$ cat src/rtl/instr_encoder_pkg.sv
// Shared definitions for the instruction encoder: field layout, opcode range,
// and session state encoding.
package instr_encoder_pkg;

  localparam int INSTR_W     = 17;
  localparam int OP_W        = 5;
  localparam int FLD_W       = 3;
  localparam int OP_LSB      = 12;
  localparam int DA_LSB      = 9;
  localparam int AA_LSB      = 6;
  localparam int BA_LSB      = 3;
  localparam int IMM_LSB     = 0;
  localparam logic [OP_W-1:0] OP_ADD = 5'd0;
  localparam int NUM_OPCODES = 21;

  typedef enum logic [1:0] {
    ST_IDLE,
    ST_LOAD,
    ST_DRAIN,
    ST_DONE
  } enc_state_e;

  // Packed order matches the memory word: opcode in the MSBs, imm in the LSBs.
  typedef struct packed {
    logic [OP_W-1:0]  opcode;
    logic [FLD_W-1:0] da;
    logic [FLD_W-1:0] aa;
    logic [FLD_W-1:0] ba;
    logic [FLD_W-1:0] imm;
  } instr_t;

  function automatic logic opcode_legal(input logic [OP_W-1:0] op);
    return int'(op) < NUM_OPCODES;
  endfunction

endpackage

$ cat src/rtl/sync_fifo.sv
// Small synchronous FIFO holding encoded words between acceptance and the
// memory write; pointers carry an extra wrap bit to separate full from empty.
module sync_fifo #(
  parameter int DEPTH = 4,
  parameter int W     = 17
) (
  input  logic         clk,
  input  logic         rst_n,
  input  logic         push,
  input  logic         pop,
  input  logic [W-1:0] din,
  output logic [W-1:0] dout,
  output logic         full,
  output logic         empty,
  output logic         last
);

  localparam int PW = $clog2(DEPTH);

  logic [PW:0]  wr_ptr, rd_ptr;
  logic [W-1:0] mem [DEPTH];
  logic         do_push, do_pop;

  assign do_push = push && !full;
  assign do_pop  = pop && !empty;

  always_ff @(posedge clk or negedge rst_n) begin
    if (!rst_n) begin
      wr_ptr <= '0;
      rd_ptr <= '0;
    end else begin
      if (do_push) wr_ptr <= wr_ptr + (PW+1)'(1);
      if (do_pop)  rd_ptr <= rd_ptr + (PW+1)'(1);
    end
  end

  always_ff @(posedge clk) begin
    if (do_push) mem[wr_ptr[PW-1:0]] <= din;
  end

  assign dout  = mem[rd_ptr[PW-1:0]];
  assign empty = (wr_ptr == rd_ptr);
  assign full  = (wr_ptr[PW] != rd_ptr[PW]) && (wr_ptr[PW-1:0] == rd_ptr[PW-1:0]);
  assign last  = ((wr_ptr - rd_ptr) == (PW+1)'(1));

endmodule

$ cat src/rtl/instr_encoder.sv
// Packs instruction fields into 17-bit words and streams them to instruction
// memory from base_addr onward, one load session per start pulse.
module instr_encoder
  import instr_encoder_pkg::*;
#(
  parameter int AW    = 8,
  parameter int DEPTH = 4
) (
  input  logic               clk,
  input  logic               rst_n,
  input  logic               start,
  input  logic [AW-1:0]      base_addr,
  input  logic               finish,
  input  logic               in_valid,
  output logic               in_ready,
  input  logic [OP_W-1:0]    opcode,
  input  logic [FLD_W-1:0]   da,
  input  logic [FLD_W-1:0]   aa,
  input  logic [FLD_W-1:0]   ba,
  input  logic [FLD_W-1:0]   imm,
  output logic               mem_we,
  input  logic               mem_ready,
  output logic [AW-1:0]      mem_addr,
  output logic [INSTR_W-1:0] mem_wdata,
  output logic               busy,
  output logic               done,
  output logic               illegal,
  output logic               wrapped,
  output logic [AW:0]        words_written
);

  enc_state_e         state, state_nxt;
  logic               accept, legal, push, pop;
  logic               full, empty, last;
  logic [INSTR_W-1:0] head;
  instr_t             word;

  assign word   = '{opcode: opcode, da: da, aa: aa, ba: ba, imm: imm};
  assign legal  = opcode_legal(opcode);
  assign accept = in_valid && in_ready;
  assign push   = accept && legal;
  assign pop    = mem_we && mem_ready;

  sync_fifo #(.DEPTH(DEPTH), .W(INSTR_W)) u_fifo (
    .clk   (clk),
    .rst_n (rst_n),
    .push  (push),
    .pop   (pop),
    .din   (word),
    .dout  (head),
    .full  (full),
    .empty (empty),
    .last  (last)
  );

  always_ff @(posedge clk or negedge rst_n) begin
    if (!rst_n) state <= ST_IDLE;
    else        state <= state_nxt;
  end

  // DRAIN finishes as soon as the final word leaves, so done follows the last write directly.
  always_comb begin
    state_nxt = state;
    case (state)
      ST_IDLE:  if (start) state_nxt = ST_LOAD;
      ST_LOAD:  if (finish) state_nxt = ST_DRAIN;
      ST_DRAIN: if (empty || (pop && last)) state_nxt = ST_DONE;
      ST_DONE:  state_nxt = ST_IDLE;
      default:  state_nxt = ST_IDLE;
    endcase
  end

  always_comb begin
    in_ready = 1'b0;
    mem_we   = 1'b0;
    busy     = 1'b0;
    done     = 1'b0;
    case (state)
      ST_LOAD: begin
        in_ready = !full;
        mem_we   = !empty;
        busy     = 1'b1;
      end
      ST_DRAIN: begin
        mem_we = !empty;
        busy   = 1'b1;
      end
      ST_DONE: done = 1'b1;
      default: ;
    endcase
  end

  // Stale buffer contents never leak onto the bus, including during reset.
  assign mem_wdata = mem_we ? head : '0;

  always_ff @(posedge clk or negedge rst_n) begin
    if (!rst_n) begin
      mem_addr      <= '0;
      words_written <= '0;
      illegal       <= 1'b0;
      wrapped       <= 1'b0;
    end else if (state == ST_IDLE && start) begin
      mem_addr      <= base_addr;
      words_written <= '0;
      illegal       <= 1'b0;
      wrapped       <= 1'b0;
    end else begin
      if (pop) begin
        mem_addr      <= mem_addr + 1'b1;
        words_written <= words_written + 1'b1;
        if (&mem_addr) wrapped <= 1'b1;
      end
      if (accept && !legal) illegal <= 1'b1;
    end
  end

endmodule

$ cat config.mk
export PLATFORM = sky130hd
export DESIGN_NAME = instr_encoder
export DESIGN_NICKNAME = d
export VERILOG_FILES = /design/src/rtl/instr_encoder_pkg.sv /design/src/rtl/sync_fifo.sv /design/src/rtl/instr_encoder.sv
export SDC_FILE = /design/constraint.sdc
export NUM_CORES = 1
export LEC_CHECK = 0
export BUFFER_PORTS_ARGS = -buffer_cell sky130_fd_sc_hd__buf_2
export CAP_MARGIN = 0
export CELL_PAD_IN_SITES_DETAIL_PLACEMENT = 1
export CELL_PAD_IN_SITES_GLOBAL_PLACEMENT = 1
export CORE_ASPECT_RATIO = 0.75
export CORE_MARGIN = 4
export CORE_UTILIZATION = 48
export CTS_BUF_LIST = sky130_fd_sc_hd__clkbuf_8
export DETAILED_ROUTE_END_ITERATION = 7
export PLACE_DENSITY_LB_ADDON = 0.05
export SYNTH_ARGS = -nofsm -noshare
export SYNTH_HDL_FRONTEND = slang
export SYNTH_HIERARCHICAL = 1
export SYNTH_SLANG_ARGS = --single-unit
export TNS_END_PERCENT = 50
$ cat constraint.sdc
create_clock -name clk -period 2.8 [get_ports clk]
set_input_delay 0.42 -clock clk [delete_from_list [all_inputs] [get_ports clk]]
set_output_delay 0.42 -clock clk [all_outputs]
set_load 0.005 [all_outputs]
Yosys cells after proc, flatten, opt, wreduce, memory -nomap -nowiden
Memory sizes are Yosys's and may differ from the RTL's.
Index checks and enable logic that the tools add are counted.
- memory bits (writable): 68
- register bits after elaboration: 27
- word-level logic and storage cells: 65
- input port bits: 31
- memories kept: 1
- output and inout port bits: 40
- memories (memory ; words ; width ; read ports ; clocked after Yosys merged registers in ; wr ports ; RTL line ; RTL):
    u_fifo.mem ; 4 ; 17 ; 1 ; 0 ; 1 ; sync_fifo.sv:21 ; logic [W-1:0] mem [DEPTH];
- muxes and demuxes: 20
- $add $sub $neg: 5
- reductions and logical operators: 21
- $lt $le $gt $ge: 1
- eq/ne operators: 10
- operators by type and width (kind ; count):
    $mux 9 ; 2
    $mux 17 ; 1
    $mux 8 ; 2
    $mux 1 ; 11
    $add 9x1->9 const B ; 1
    $logic_and 1x1->1 ; 9
    $add 8x1->8 const B ; 1
    $pmux 2 s4 ; 1
    $reduce_and 8->1 ; 1
    $add 3x1->3 const B ; 2
    $mux 2 ; 3
    $ne 2x2->1 const B ; 3
    $reduce_bool 2->1 ; 3
    $lt 5x5->1 const B ; 1
    $eq 2x2->1 const B ; 2
    $eq 3x1->1 const B ; 1
    $eq 3x3->1 ; 1
    $logic_not 1->1 ; 3
    $reduce_and 3->1 ; 1
    $sub 3x3->3 ; 1
    $eq 2x1->1 const B ; 1
    $eq 2x2->1 ; 1
    $logic_not 2->1 ; 1
    $reduce_and 2->1 ; 1
    3 further kinds ; 3

Longest topological paths before layout
Gate-level depths: netlist of the first run.
- depth after elaboration: 9
- mapped depth: 11
- gate-level depth less buffers: 9

Hierarchy
The synthesis of the first run kept the hierarchy.
- by module, submodules not included (module ; area each (um2) ; cells each ; seq. area each (um2) ; times used):
    sync_fifo ; 2927.8 ; 133 ; 2192.1 ; 1
    instr_encoder ; 1287.5 ; 143 ; 525.5 ; 1

Least setup slack after synthesis of the first run
No wires, ideal clock.
- kind: register to register
- from: register u_fifo.rd_ptr[1]
- to: memory u_fifo.mem[3][0] (enable)
- stages on the path, launching flop included: 10
- path slack: 163 ps
- data arrival time: 2262 ps
- library setup time: 375 ps
- data required time: 2425 ps
- path buffers: 2
- cells stage by stage: dfrtp_1 > buf_2 > buf_2 > inv_1 > ha_1 > nand3_1 > inv_1 > nor2b_1 > and3_1 > and3_1
- cells in the longest elaborated chain, start to end: 9
- ends and longest elaborated chain (element ; RTL line ; RTL):
    from (decl) ; sync_fifo.sv:20 ; logic [PW:0] wr_ptr, rd_ptr;
    from (signal assigned) ; sync_fifo.sv:33 ; if (do_pop) rd_ptr <= rd_ptr + (PW+1)'(1);
    $eq 2x2->1 ; sync_fifo.sv:43 ; assign full = (wr_ptr[PW] != rd_ptr[PW]) && (wr_ptr[PW-1:0] == rd_ptr[PW-1:0]);
    $logic_and 1x1->1 ; sync_fifo.sv:43 ;
    via full ; instr_encoder.sv:34 ; logic full, empty, last;
    $logic_not 1->1 ; instr_encoder.sv:80 ; in_ready = !full;
    $mux 1 ; instr_encoder.sv:78 ; case (state)
    via in_ready ; instr_encoder.sv:15 ; output logic in_ready,
    $logic_and 1x1->1 ; instr_encoder.sv:40 ; assign accept = in_valid && in_ready;
    $logic_and 1x1->1 ; instr_encoder.sv:41 ; assign push = accept && legal;
    via push ; instr_encoder.sv:33 ; logic accept, legal, push, pop;
    $logic_and 1x1->1 ; sync_fifo.sv:24 ; assign do_push = push && !full;
    $mux 1 ; sync_fifo.sv:38 ; if (do_push) mem[wr_ptr[PW-1:0]] <= din;
    $mux 1 (not written as such) ; sync_fifo.sv:38 ;
    to (decl) ; sync_fifo.sv:21 ;
The timed path passes the listed nets, and every way through them passes these cells.

Worst setup path in the final report of the first run
- from: register u_fifo.wr_ptr[0]
- to: output port mem_wdata[13]
- cells in the longest elaborated chain, start to end: 4
- ends and longest elaborated chain (element ; RTL line ; RTL):
    from (decl) ; sync_fifo.sv:20 ;
    from (signal assigned) ; sync_fifo.sv:32 ; if (do_push) wr_ptr <= wr_ptr + (PW+1)'(1);
    $eq 3x3->1 ; sync_fifo.sv:42 ; assign empty = (wr_ptr == rd_ptr);
    via empty ; instr_encoder.sv:34 ;
    $logic_not 1->1 ; instr_encoder.sv:81, instr_encoder.sv:85 ;
    $mux 1 ; - ;
    $mux 17 ; instr_encoder.sv:94 ; assign mem_wdata = mem_we ? head : '0;
    to (decl) ; instr_encoder.sv:24 ; output logic [INSTR_W-1:0] mem_wdata,
The timed path passes the listed nets, and every way through them passes these cells.

==> results of run 1 <==
-- worst register-to-register path, stage by stage (launching register included) --
cell	delay, ps
dfrtp_1	420
inv_1	100
ha_1	220
fa_1	390
xnor2_1	160
nor3b_1	280
nand3_1	120
a311oi_1	390
mux2_2	380
-- cells in the mapped netlist --
master    instances  share of area (%)
a21oi_1           5               0.59
a311oi_1          1               0.21
a31oi_1           5               0.74
and2_1           18                2.7
and3_1            5               0.74
buf_2             3               0.36
buf_6             2               0.53
clkbuf_1          4               0.36
clkinv_1          1              0.089
dfrtp_1          27                 16
edfxtp_1         68                 48
fa_1              1               0.47
ha_1             13                3.9
inv_1            10               0.89
mux2_2            3               0.80
mux2_4            1               0.36
mux2i_1           2               0.47
mux4_1            4                2.5
mux4_2           13                6.9
nand2_1          16                1.4
nand2b_1          1               0.15
nand3_1           8               0.95
nand3b_1          1               0.18
nand4_1           3               0.45
nand4b_1          3               0.62
nor2_1            8               0.71
nor2b_1           4               0.59
nor3_1            1               0.12
nor3b_1           1               0.18
nor4_1            1               0.15
o21a_1            4               0.71
o21ai_0          11                1.3
o21ai_2           2               0.42
o311ai_0          1               0.21
o31ai_1           5               0.89
o32a_1            1               0.24
o41ai_1           1               0.21
or3_1             1               0.15
or3_2             3               0.53
or4_1             5               0.89
xnor2_1           6                1.2
xor2_1            3               0.62
-- cell families after synthesis --
logic type / count (synthesis) / synth area share, %
muxes: 23 / 11.1
buffers and inverters: 20 / 2.23
adders and majority gates: 14 / 4.33
and+or+nand+nor: 79 / 10.5
DFF: 95 / 64.5
AOI/OAI and AO/OA: 36 / 5.52
xor gates and xnor gates: 9 / 1.87
-- sequential cells by signal (all words and copies together) (netlist names) --
| signal | cells |
|---|---|
| illegal | 1 |
| mem_addr | 8 |
| state | 2 |
| u_fifo/mem | 68 |
| u_fifo/rd_ptr | 3 |
| u_fifo/wr_ptr | 3 |
| words_written | 9 |
| wrapped | 1 |
-- area by class of cell --
class / instances / area, µm²
fill: 855 / 3580
timing repair buffer: 79 / 418
inverter: 11 / 41.3
clock buffer: 9 / 124
clock inverter: 7 / 65.1
multi-input combinational: 161 / 1410
tap: 108 / 135
sequential: 95 / 2720
-- metal layers --
| layer | wire length (µm) | global-route usage [%] | vias to the layer above |
|---|---|---|---|
| li1 | - | - | 1214 |
| met1 | 4250 | 26.3 | 1299 |
| met2 | 4260 | 29.9 | 47 |
| met3 | 374 | 4.13 | 9 |
| met4 | 85 | 5.69 | 0 |
| met5 | 0 | 0 | - |
-- cell usage in the layout (no fill, tap or decap), types with 6 or more instances in the layout --
cell type / instances
dfrtp_1: 27
buf_2: 70
nor2_1: 7
inv_1: 11
nand3_1: 8
o21ai_0: 11
buf_4: 9
edfxtp_1: 68
clkbuf_8: 9
ha_1: 13
and2_1: 18
mux4_2: 13
xnor2_1: 6
nand2_1: 16
-- how the worst max path moves through the flow --
stage,cells past startpoint,start,slack [ps],end
floorplan,9,u_fifo/rd_ptr[1],160,u_fifo/mem[3][0]
global placement,8,u_fifo/wr_ptr[0],350,state[1]
detailed placement,8,u_fifo/wr_ptr[0],260,state[1]
CTS,8,u_fifo/wr_ptr[0],60,mem_wdata[14]
global route,8,u_fifo/wr_ptr[0],40,state[1]
finish,8,u_fifo/wr_ptr[0],190,mem_wdata[13]
-- metrics by stage --
step | instance area [µm²] | hold WS (ps) | worst slack (ps) | utilization, % | instances
CTS | 4900 | 86.1 | 57.9 | 57.8 | 470
global route | 4910 | 115 | 40.1 | 57.9 | 470
detailed placement | 4720 | 477 | 259 | 55.5 | 454
floorplan | 4220 | 124 | 163 | - | 276
finish | 4910 | 76.5 | 192 | 57.9 | 470
global placement | 4720 | 475 | 348 | 55.5 | 454
-- report_power, final --
part | switching (mW) | internal (mW) | total, mW
Clock | 0.456 | 0.406 | 0.863
Sequential | 0.188 | 1.71 | 1.90
Combinational | 1.10 | 1.01 | 2.11
Total | 1.74 | 3.13 | 4.87
-- timing repair --
item / 4_1_cts / 5_1_grt
endpoints found under the setup margin: 0 / 17
gates resized for setup: 0 / 2
hold endpoints to repair: 0 / 0
==> impl_metrics.csv, run 1 <==
group,metric,value,unit
pwr,ir_worst_vdd,0.000502,V
run,max_cap_violations,0,
floorplan,row_count,29,
timing,drv_slew,0,
clock_tree,post_cts_buffers,0,
floorplan,start_util,49.6,%
floorplan,core-area,8490,µm²
final_layout,nNetsFinal,402,
timing,clock_skew,8.81,ps
setup_path,critPathSlowestCell,"dfrtp_1",
timing,period_needed,2610,ps
clock_tree,cts_root_buf,"clkbuf_8",
routing,drc,0,
setup_path,ff2ff_setup_slack,220,ps
clock_tree,htreeDepth,3,
yosys,ys_seq_area_share,64.5,%
clock_tree,clock_latency,350,ps
clock_tree,clk_path_buf_depth,2,
yosys,ys_ff_latch,95,
pwr,p_total,4.87,mW
clock_tree,tritoncts,"done",
global_routing,overflow,0,
routing,first_iter_violations,83,
setup_path,crit_family,"simple AND/OR/NAND/NOR gates",
global_routing,track_usage,18.8,%
timing,rsz0062_at_grt,"no",
floorplan,die_w,116,µm
timing,fin_crit_sh,93.1,%
yosys,netlist_area,4220,µm²
setup_path,critPathKind,"reg2out",
final_layout,num_antenna_cells,0,
setup_path,crit_chain,"inv_1, ha_1, nand2_1, nor2_4, nor2b_1, buf_4, and2_1, buf_2",
setup_path,critical_path_buf_inv_count,3,
routing,dr.pass1.iters,4,
timing,fin_setup_tns,0,ps
setup_path,end_kind,"output port",
global_routing,grt_start_max_net_pins,28,
floorplan,die_h,89.2,µm
clock_tree,cts-hold-fix-buffers,0,
place,gp_congestion,0.768,
clock_tree,numCtsBuffers,9,
outcome,outcome,"finished, final reports clean",
timing,relSlewSlack,57.0,%
setup_path,slowest_delay,420,ps
timing,finalSetupViolCount,0,
min_path,hold_path_class,"in2async",
setup_path,path_max_fanout,18,
routing,num_vias,2569,
global_routing,grt_pass1_wl,14400,µm
global_routing,antenna_found_initial,0,
routing,drt-total-wl,8970,µm
pwr,powerDensity,992,nW/µm²
global_routing,grt_pass1_vias,2740,
routing,wire_per_inst,19.1,µm
yosys,synth_cell_type_count,42,
pwr,p_leak,1.95,nW
routing,avgViaCountPerCell,5.47,
setup_path,r2r-start,"u_fifo/wr_ptr[0]",
yosys,synthesis.nets,321,
final_layout,synthToLayoutAreaGrowth,16.5,%
timing,fmax,0.383,GHz
final_layout,final_layout_size_suffix_gt1_share,32.3,%
place,port-buffer-count,70,
clock_tree,clock_sinks,95,
timing,hold_violations,0,
setup_path,crit_required,2380,ps
setup_path,arrival,2190,ps
place,dp_hpwl,6350,µm
yosys,synthCells,276,
setup_path,r2r_cells,8,
routing,ant_nets,0,
floorplan,top_level_ports,71,
timing,worstMarginPinSlew,646,ps
yosys,ys_warn_count,6,
yosys,avgSynthCellArea,15.3,µm²
clock_tree,clk_pin_slew,90,ps
setup_path,cp-start-kind,"flop",
floorplan,fp.dieArea,10400,µm²
setup_path,r2r-end,"state[1]",
No activity file was read; power rests on OpenSTA's default activity.
==> run 2: changes to the inputs <==
--- a/config.mk
+++ b/config.mk
@@ -15,6 +15,7 @@
 export CTS_BUF_LIST = sky130_fd_sc_hd__clkbuf_8
 export DETAILED_ROUTE_END_ITERATION = 7
 export PLACE_DENSITY_LB_ADDON = 0.05
+export REMOVE_ABC_BUFFERS = 1
 export SYNTH_ARGS = -nofsm -noshare
 export SYNTH_HDL_FRONTEND = slang
 export SYNTH_HIERARCHICAL = 1
==> run 2 against run 1 <==
  * Maximum frequency is 1.0% higher
  * Design area is 1.8% higher
  * Global-route usage is 0.68 points higher
  * Die area stayed put
  * Via count is 3.9% higher
  * Flip-flop and latch count stayed put
  * Non-clock buffer count is 7 higher
  * Critical path depth stayed put
  * Count of clock-buffer cells in the layout stayed put
  * Sequential power hardly changed
  * Sequential share of layout area is 1.0 points lower
  * Critical endpoint is now mem_addr[6]
  * Largest cell class unchanged
==> impl_metrics.csv, run 2 (same netlist as run 1, synthesis figures left out) <==
group,metric,value,unit
place,dp_cells,458,
clock_tree,cts_root_buf,"clkbuf_8",
pwr,ir_worst_vdd,0.000529,V
floorplan,top_level_ports,71,
global_routing,grt_pass1_vias,2837,
place,port-buffer-count,70,
routing,wire_per_inst,19.3,µm
setup_path,cp-start-kind,"flop",
floorplan,core-area,8490,µm²
floorplan,die_h,89.2,µm
timing,fmax,0.387,GHz
final_layout,largest_register_ffs,68,
clock_tree,clock_sinks,95,
place,placed_cell_area,4750,µm²
global_routing,overflow,0,
clock_tree,clock_latency,350,ps
floorplan,fp.dieArea,10400,µm²
timing,fin_crit_sh,92.2,%
timing,drv_slew,0,
routing,ant_nets,0,
timing,clock_skew,8.29,ps
place,dp_hpwl,6620,µm
setup_path,crit_chain,"inv_1, ha_1, nand2_1, nor2_1, buf_4, nand4b_1, or4_1, a31oi_1",
setup_path,critical_path_buf_inv_count,2,
routing,num_vias,2669,
final_layout,final_layout_size_suffix_gt1_share,33.2,%
pwr,powerDensity,1020,nW/µm²
timing,rsz0062_at_grt,"no",
floorplan,die_w,116,µm
floorplan,start_util,49.6,%
setup_path,crit_required,3070,ps
global_routing,antenna_found_initial,0,
routing,drt-total-wl,9180,µm
final_layout,final_cell_mix,"70 x buf_2, 68 x edfxtp_1, 27 x dfrtp_1, 18 x and2_1",
routing,drc,0,
final_layout,utilization,58.9,%
final_layout,layout_commonest_cell,"buf_2",
global_routing,use_met2,32.2,%
outcome,outcome,"finished, final reports clean",
floorplan,row_count,29,
place,gp_congestion,0.795,
final_layout,nNetsFinal,409,
global_routing,grt_busiest_layer,"met2",
timing,worstMarginPinSlew,640,ps
timing,period_needed,2580,ps
pwr,p_leak,2.02,nW
clock_tree,htreeDepth,3,
final_layout,num_antenna_cells,0,
clock_tree,clk_pin_slew,90,ps
routing,dr.pass1.iters,4,
clock_tree,cts-hold-fix-buffers,0,
clock_tree,clk_path_buf_depth,2,
global_routing,grt_pass1_wl,14900,µm
final_layout,synthToLayoutAreaGrowth,18.7,%
routing,first_iter_violations,207,
routing,avgViaCountPerCell,5.61,
final_layout,stdcell_area,5000,µm²
final_layout,layout.cells.non_filler,476,
setup_path,critPathSlowestCell,"or4_1",
setup_path,critPathKind,"reg2reg",
global_routing,grt_util_met3,4.80,%
setup_path,slowest_delay,640,ps
clock_tree,tritoncts,"done",
timing,relSlewSlack,57.4,%
global_routing,met1_usage,26.0,%
timing,finalSetupViolCount,0,
clock_tree,numCtsBuffers,9,
run,max_cap_violations,0,
setup_path,path_max_fanout,11,
global_routing,grt_start_max_net_pins,28,
setup_path,arrival,2860,ps
timing,hold_violations,0,
setup_path,end_kind,"flop",
global_routing,track_usage,19.4,%
min_path,hold_path_class,"in2async",
setup_path,crit_family,"simple AND/OR/NAND/NOR gates",
pwr,p_total,5.12,mW
[run 2: final cells by class]
| class | instances | area (µm²) |
|---|---|---|
| fillers | 834 | 3490 |
| flip-flops and latches | 95 | 2720 |
| multi-input cells | 161 | 1410 |
| repair buffers | 86 | 470 |
| well taps | 108 | 135 |
| clock buffers | 9 | 124 |
| clock inverters | 6 | 103 |
| inverters | 11 | 41.3 |
[run 2: where the power goes]
group / total [mW] / internal, mW / switching [mW]
clock network: 1.02 / 0.581 / 0.437
logic: 2.20 / 1.07 / 1.12
registers: 1.90 / 1.71 / 0.189
[run 2: stage by stage]
| stage | setup WS, ps | hold slack (ps) | TNS (ps) |
|---|---|---|---|
| floorplan | 3.36 | 124 | 0 |
| global placement | 175 | 475 | 0 |
| detailed placement | -130 | 477 | -1650 |
| CTS | 155 | 81.9 | 0 |
| global route | 31.1 | 109 | 0 |
| finish | 218 | 70.9 | 0 |
[run 2: layer usage]
layer / vias to the layer above / part of all wire, %
met5: - / 0
met4: 0 / 1.3
met3: 12 / 4.6
met2: 57 / 49
met1: 1368 / 45
li1: 1232 / -
[run 2: worst paths after layout]
| check | end | cells after the start | startpoint | slack [ps] |
|---|---|---|---|---|
| min | words_written[6] | 1 | rst_n | 70 |
| min in group clk | u_fifo/mem[0][11] | 1 | da[2] | 280 |
| max reg2reg | mem_addr[6] | 8 | u_fifo/wr_ptr[0] | 220 |
| max | mem_addr[6] | 8 | u_fifo/wr_ptr[0] | 220 |
| min reg2reg | wrapped | 1 | wrapped | 500 |
| max in group asynchronous | u_fifo/rd_ptr[2] | 1 | rst_n | 2300 |
[run 2: repair_timing]
| action | CTS | global route |
|---|---|---|
| endpoints found under the hold margin | 0 | 0 |
| gates resized for setup | 2 | 0 |
| buffers inserted | 0 | 3 |
| setup endpoints to repair | 18 | 5 |
